## src/rtl/multichannel_serializer.sv

```systemverilog
// Multi-channel parallel-to-serial transmitter: per-channel word FIFOs drained
// round-robin, one whole word at a time, OUT_W bits per beat over valid/ready.
module multichannel_serializer #(
    parameter int CHANNELS = 3,
    parameter int DATA_W   = 16,
    parameter int OUT_W    = 2,
    parameter int DEPTH    = 4,
    localparam int BEATS   = DATA_W / OUT_W,
    localparam int CH_W    = $clog2(CHANNELS)
) (
    input  logic                       clk,
    input  logic                       arst,
    input  logic [CHANNELS-1:0]        write_req,
    input  logic [CHANNELS*DATA_W-1:0] input_data,
    output logic [CHANNELS-1:0]        full,
    output logic [CHANNELS-1:0]        overflow,
    output logic [OUT_W-1:0]           output_data,
    output logic                       output_valid,
    input  logic                       output_ready,
    output logic                       output_last,
    output logic [CH_W-1:0]            output_channel
);

    localparam int PTR_W  = $clog2(DEPTH);
    localparam int CNT_W  = PTR_W + 1;
    localparam int BEAT_W = (BEATS > 1) ? $clog2(BEATS) : 1;

    typedef enum logic {
        IDLE,
        SHIFT
    } state_t;

    logic [CHANNELS-1:0] pop;
    logic [CHANNELS-1:0] nonempty;
    logic [DATA_W-1:0]   head [CHANNELS];

    // ------------------------------------------------------------------
    // Per-channel FIFOs
    // ------------------------------------------------------------------
    for (genvar i = 0; i < CHANNELS; i++) begin : g_fifo
        logic [DATA_W-1:0] mem [DEPTH];
        logic [PTR_W-1:0]  wr_ptr;
        logic [PTR_W-1:0]  rd_ptr;
        logic [CNT_W-1:0]  count;
        logic [CNT_W-1:0]  count_next;
        logic              full_q;
        logic              ovf_q;
        logic              push;

        // A full FIFO refuses the push even if it is popped on the same edge.
        assign push = write_req[i] && !full_q;

        always_comb begin
            count_next = count;
            if (push && !pop[i]) begin
                count_next = count + 1'b1;
            end else if (!push && pop[i]) begin
                count_next = count - 1'b1;
            end
        end

        // NOTE: storage has no reset; entries are only ever read behind count,
        // so clearing them would add reset fan-out without changing behaviour.
        always_ff @(posedge clk) begin
            if (push) begin
                mem[wr_ptr] <= input_data[i*DATA_W +: DATA_W];
            end
        end

        always_ff @(posedge clk or negedge arst) begin
            if (!arst) begin
                wr_ptr <= '0;
                rd_ptr <= '0;
                count  <= '0;
                full_q <= 1'b0;
                ovf_q  <= 1'b0;
            end else begin
                if (push) begin
                    wr_ptr <= wr_ptr + 1'b1;
                end
                if (pop[i]) begin
                    rd_ptr <= rd_ptr + 1'b1;
                end
                count  <= count_next;
                full_q <= (count_next == CNT_W'(DEPTH));
                if (write_req[i] && full_q) begin
                    ovf_q <= 1'b1;
                end
            end
        end

        assign full[i]     = full_q;
        assign overflow[i] = ovf_q;
        assign nonempty[i] = (count != '0);
        assign head[i]     = mem[rd_ptr];
    end

    // ------------------------------------------------------------------
    // Round-robin selection: first non-empty channel after rr_ptr
    // ------------------------------------------------------------------
    state_t             state;
    state_t             state_next;
    logic [CH_W-1:0]    rr_ptr;
    logic [CH_W-1:0]    rr_next;
    logic [CH_W-1:0]    chan;
    logic [CH_W-1:0]    chan_next;
    logic [DATA_W-1:0]  shift;
    logic [DATA_W-1:0]  shift_next;
    logic [BEAT_W-1:0]  beat;
    logic [BEAT_W-1:0]  beat_next;
    logic [CH_W-1:0]    grant;
    logic               grant_valid;
    logic               load;
    logic               at_last;

    // Scan from farthest to nearest so the nearest candidate wins.
    always_comb begin
        grant       = '0;
        grant_valid = 1'b0;
        for (int k = CHANNELS; k >= 1; k--) begin
            if (nonempty[(int'(rr_ptr) + k) % CHANNELS]) begin
                grant       = CH_W'((int'(rr_ptr) + k) % CHANNELS);
                grant_valid = 1'b1;
            end
        end
    end

    assign at_last = (beat == BEAT_W'(BEATS - 1));

    // ------------------------------------------------------------------
    // Arbiter / shifter FSM
    // ------------------------------------------------------------------
    // NOTE: every signal written here gets a default first, so no path leaves
    // one unassigned and no latch is inferred.
    always_comb begin
        state_next = state;
        rr_next    = rr_ptr;
        chan_next  = chan;
        shift_next = shift;
        beat_next  = beat;
        pop        = '0;
        load       = 1'b0;

        case (state)
            IDLE: begin
                load = grant_valid;
            end
            SHIFT: begin
                if (output_ready) begin
                    shift_next = shift >> OUT_W;
                    beat_next  = beat + 1'b1;
                    if (at_last) begin
                        load = grant_valid;
                        if (!grant_valid) begin
                            state_next = IDLE;
                            chan_next  = '0;
                        end
                    end
                end
            end
            default: state_next = IDLE;
        endcase

        // Loading a word never waits on output_ready.
        if (load) begin
            pop[grant] = 1'b1;
            shift_next = head[grant];
            chan_next  = grant;
            beat_next  = '0;
            rr_next    = grant;
            state_next = SHIFT;
        end
    end

    always_ff @(posedge clk or negedge arst) begin
        if (!arst) begin
            state  <= IDLE;
            rr_ptr <= CH_W'(CHANNELS - 1);
            chan   <= '0;
            shift  <= '0;
            beat   <= '0;
        end else begin
            state  <= state_next;
            rr_ptr <= rr_next;
            chan   <= chan_next;
            shift  <= shift_next;
            beat   <= beat_next;
        end
    end

    // Outputs come straight from state, and read as zero while idle.
    assign output_valid   = (state == SHIFT);
    assign output_data    = output_valid ? shift[OUT_W-1:0] : '0;
    assign output_last    = output_valid && at_last;
    assign output_channel = output_valid ? chan : '0;

endmodule

```

## config.mk

```make
export PLATFORM = sky130hd
export DESIGN_NAME = multichannel_serializer
export DESIGN_NICKNAME = d
export VERILOG_FILES = /design/src/rtl/multichannel_serializer.sv
export SDC_FILE = /design/constraint.sdc
export NUM_CORES = 1
export LEC_CHECK = 0
export CORE_UTILIZATION = 59
export CTS_BUF_LIST = sky130_fd_sc_hd__clkbuf_16
export CTS_CLUSTER_SIZE = 10
export DETAILED_ROUTE_END_ITERATION = 16
export GPL_ROUTABILITY_DRIVEN = 0
export PLACE_DENSITY = 0.76
export SKIP_LAST_GASP = 1
export SLEW_MARGIN = 10
export SYNTH_ARGS = -nofsm -noshare
export SYNTH_HDL_FRONTEND = slang
export SYNTH_SLANG_ARGS = --single-unit
```

## constraint.sdc

```tcl
create_clock -name clk -period 3.4 [get_ports clk]
set_clock_uncertainty 0.2 [all_clocks]
set_input_delay 0.51 -clock clk [delete_from_list [all_inputs] [get_ports clk]]
set_output_delay 0.51 -clock clk [all_outputs]
set_load 0.05 [all_outputs]
```

==> metrics.yaml <==
outcome: "complete, no violations"
finalCritPeriodShare_pct: 87.8
internal-power_mw: 6.92
hold_viol: 0
yosysSeqAreaShare_pct: 68.8
overflow: 0
dp.cells: 874
synthesis.area_sq_mm: 0.0102
yosysTopAreaCellShare_pct: 56.3
crit_path_start_kind: "register"
combPwrFrac_pct: 32.4
mostFrequentLayoutCells: "edfxtp_1 (192), clkdlybuf4s50_1 (64), nand2_1 (51), dfrtp_1 (50), mux4_2 (48)"
syn_avg_cell_area_sq_um: 17.0
ir_drop_mv: 0.542
power_density_mw_per_mm2: 848
drv_slew: 0
whs_path_depth: 1
yosysTopAreaCell: "edfxtp_1"
grt.total_usage_pct: 22.6
cts_sinks: 243
layout_commonest_cell: "edfxtp_1"
portBuffers: 65
routed_wl_um: 19000
crit_path_max_incr_delay_ps: 430
synth_edf_count: 192
cts_buffer_depth: 3
drive_above_1_share_pct: 18.1
die_h_um: 134
slowest_stage: "dfrtp_1"
tritoncts: "done"
fin_tns_setup_ps: 0
hold_ws_ps: 256
grt_pass1_vias: 5681
cp_max_fo: 20
initial_core_util_pct: 61.1
ant_nets: 0
dp_hpwl_um: 12500
critPathBufInv: 3
syn_inst: 604
p_leak_nw: 4.35
drc: 0
netlist_top_cells_area: "edfxtp_1 (56%), dfrtp_1 (12%), mux4_2 (11%)"
nets: 764
period_needed_ps: 2980
vias_per_cell: 5.90
core_sq_mm: 0.0168
post_drt_wl_per_cell_um: 20.5
fmax_ghz: 0.335
path_class: "reg -> reg"
drt_iter0_drc: 402
clockRootBuffer: "clkbuf_16"
yosys_warnings: 0
slew_headroom_pct: 41.4
worst_pin_slew_ps: 878
worstSetupPathDepth: 12
critPathArrivalTime_ps: 3180
die_x_um: 134
ys.flop_type: "edfxtp_1"
grt_start_max_net_pins: 39
htreeDepth: 1
postSynth.asyncResetShare_pct: 21.0
diodes: 0
grt_pass1_wl_um: 30800
die-area_sq_mm: 0.0179
setup_viol: 0
p_switching_mw: 3.22
rows: 47
route.vias.total: 5462
instances_no_fill: 926
crit_chain: "inv_1, ha_1, ha_1, and3b_1, a31oi_4, nand4_2, buf_4, nor2_1, buf_4, nor2_1, o211ai_1, o31ai_1"
synth_fp_nets: 683
synth_seq_cells: 243
end_kind: "register"
synth.distinct_cells: 55
area_growth_pct: 16.8
io_pins: 66
critPathRequiredTime_ps: 3590
p_clk_share_pct: 25.4
antenna_found_initial: 0
hold_class: "reg -> reg"
first_pass_iters: 5
cpLargestDelayFamily: "simple AND/OR/NAND/NOR gates"
cap_violations: 0
cts_buffers: 28
clkTransAtPathRegs_ps: 50
swShare_pct: 31.8
rsz0062_at_grt: "no"
p_seq_share_pct: 42.1
worstSkewPairLatency_ps: 520
postCtsSetupBuffers: 0
ff2ff_path_depth: 12
-- final timing paths --
| check | from | to | slack, ps |
|---|---|---|---|
| max | g_fifo[2].count[0]$_DFF_PN0_ | g_fifo[1].count[1]$_DFF_PN0_ | 420 |
| min | g_fifo[2].ovf_q$_DFFE_PN0P_ | g_fifo[2].ovf_q$_DFFE_PN0P_ | 260 |
| max reg2reg | g_fifo[2].count[0]$_DFF_PN0_ | g_fifo[1].count[1]$_DFF_PN0_ | 420 |
| min reg2reg | g_fifo[2].ovf_q$_DFFE_PN0P_ | g_fifo[2].ovf_q$_DFFE_PN0P_ | 260 |
| max in group asynchronous | arst | shift[10]$_DFFE_PN0P_ | 1820 |
| min in group asynchronous | arst | g_fifo[0].full_q$_DFF_PN0_ | 440 |
-- flip-flops by register name, indices dropped and copies added (netlist names), 2 cells and up --
signal	flops
g_fifo.mem	192
shift	16
g_fifo.count	9
g_fifo.rd_ptr	6
g_fifo.wr_ptr	6
beat	3
g_fifo.full_q	3
g_fifo.ovf_q	3
chan	2
rr_ptr	2
-- cells by family (layout without fill, tap and decap cells) --
logic type | Yosys count | in the layout | share of synthesized area (%)
xor+xnor | 18 | 18 | 1.54
buf+inv | 56 | 158 | 2.63
flops | 243 | 243 | 68.8
mux | 66 | 66 | 12.5
compound gates | 83 | 83 | 5.84
simple gates | 110 | 110 | 5.36
fa+ha+maj | 28 | 28 | 3.35
-- cells in the mapped netlist, types with 2 or more instances --
master and n:
a211oi_1 2, a21o_1 6, a21oi_1 30, a221o_1 14
a31oi_1 2, and2_1 15, buf_1 4, buf_2 8
buf_4 7, buf_6 3, clkbuf_1 16, dfrtp_1 50
edfxtp_1 192, ha_1 25, inv_1 18, maj3_1 3
mux2_1 3, mux2_2 12, mux2i_1 3, mux4_2 48
nand2_1 51, nand2b_1 4, nand3_1 3, nor2_1 18
nor2b_1 3, o211ai_1 4, o21ai_0 11, o21ai_2 2
o22ai_1 2, or3_1 4, xnor2_1 16, xor2_1 2
-- layer usage --
layer | up-vias | GRT usage (%) | share of wire, %
met5 | - | 0 | 0
li1 | 2481 | - | -
met2 | 186 | 38.0 | 51
met4 | 0 | 5.87 | 1.7
met3 | 31 | 2.97 | 5.6
met1 | 2764 | 31.7 | 42
-- cell type report --
class / count / area [sq um]
well taps: 220 / 275
inverters: 18 / 67.6
fillers: 1005 / 4800
clock inverters: 22 / 86.3
clock buffers: 29 / 726
repair buffers: 89 / 828
flip-flops and latches: 243 / 7040
multi-input cells: 305 / 2930
-- through the flow --
| step | util (%) | setup WS (ps) | instance area (sq um) | total power, mW |
|---|---|---|---|---|
| floorplan | - | 587 | 10200 | 6.64 |
| global placement | 66.4 | 407 | 11100 | 7.48 |
| detailed placement | 66.4 | 240 | 11100 | 7.60 |
| CTS | 71.3 | 193 | 12000 | 10.2 |
| global route | 71.3 | 153 | 12000 | 10.7 |
| finish | 71.3 | 415 | 12000 | 10.1 |
-- power by group through the flow --
stage | sequential [mW] | clock, mW | combinational (mW)
2_1_floorplan | 4.16 | 0 | 2.49
3_3_place_gp | 4.27 | 0 | 3.20
3_5_place_dp | 4.32 | 0 | 3.28
4_1_cts | 4.28 | 2.63 | 3.32
5_1_grt | 4.34 | 2.74 | 3.60
6_report | 4.27 | 2.58 | 3.29
-- worst reg2reg max path: stages, from the launching register on --
cell and delay (ps):
dfrtp_1 430, inv_1 70, ha_1 200, ha_1 250
and3b_1 290, a31oi_4 230, nand4_2 200, buf_4 280
nor2_1 180, buf_4 210, nor2_1 80, o211ai_1 160
o31ai_1 90
-- timing repair --
item	4_1_cts	5_1_grt
hold buffers	1	0
endpoints found under the hold margin	36	0
endpoints found under the setup margin	0	3
gates resized for setup	0	1
Power figures use the tool's default switching activity.
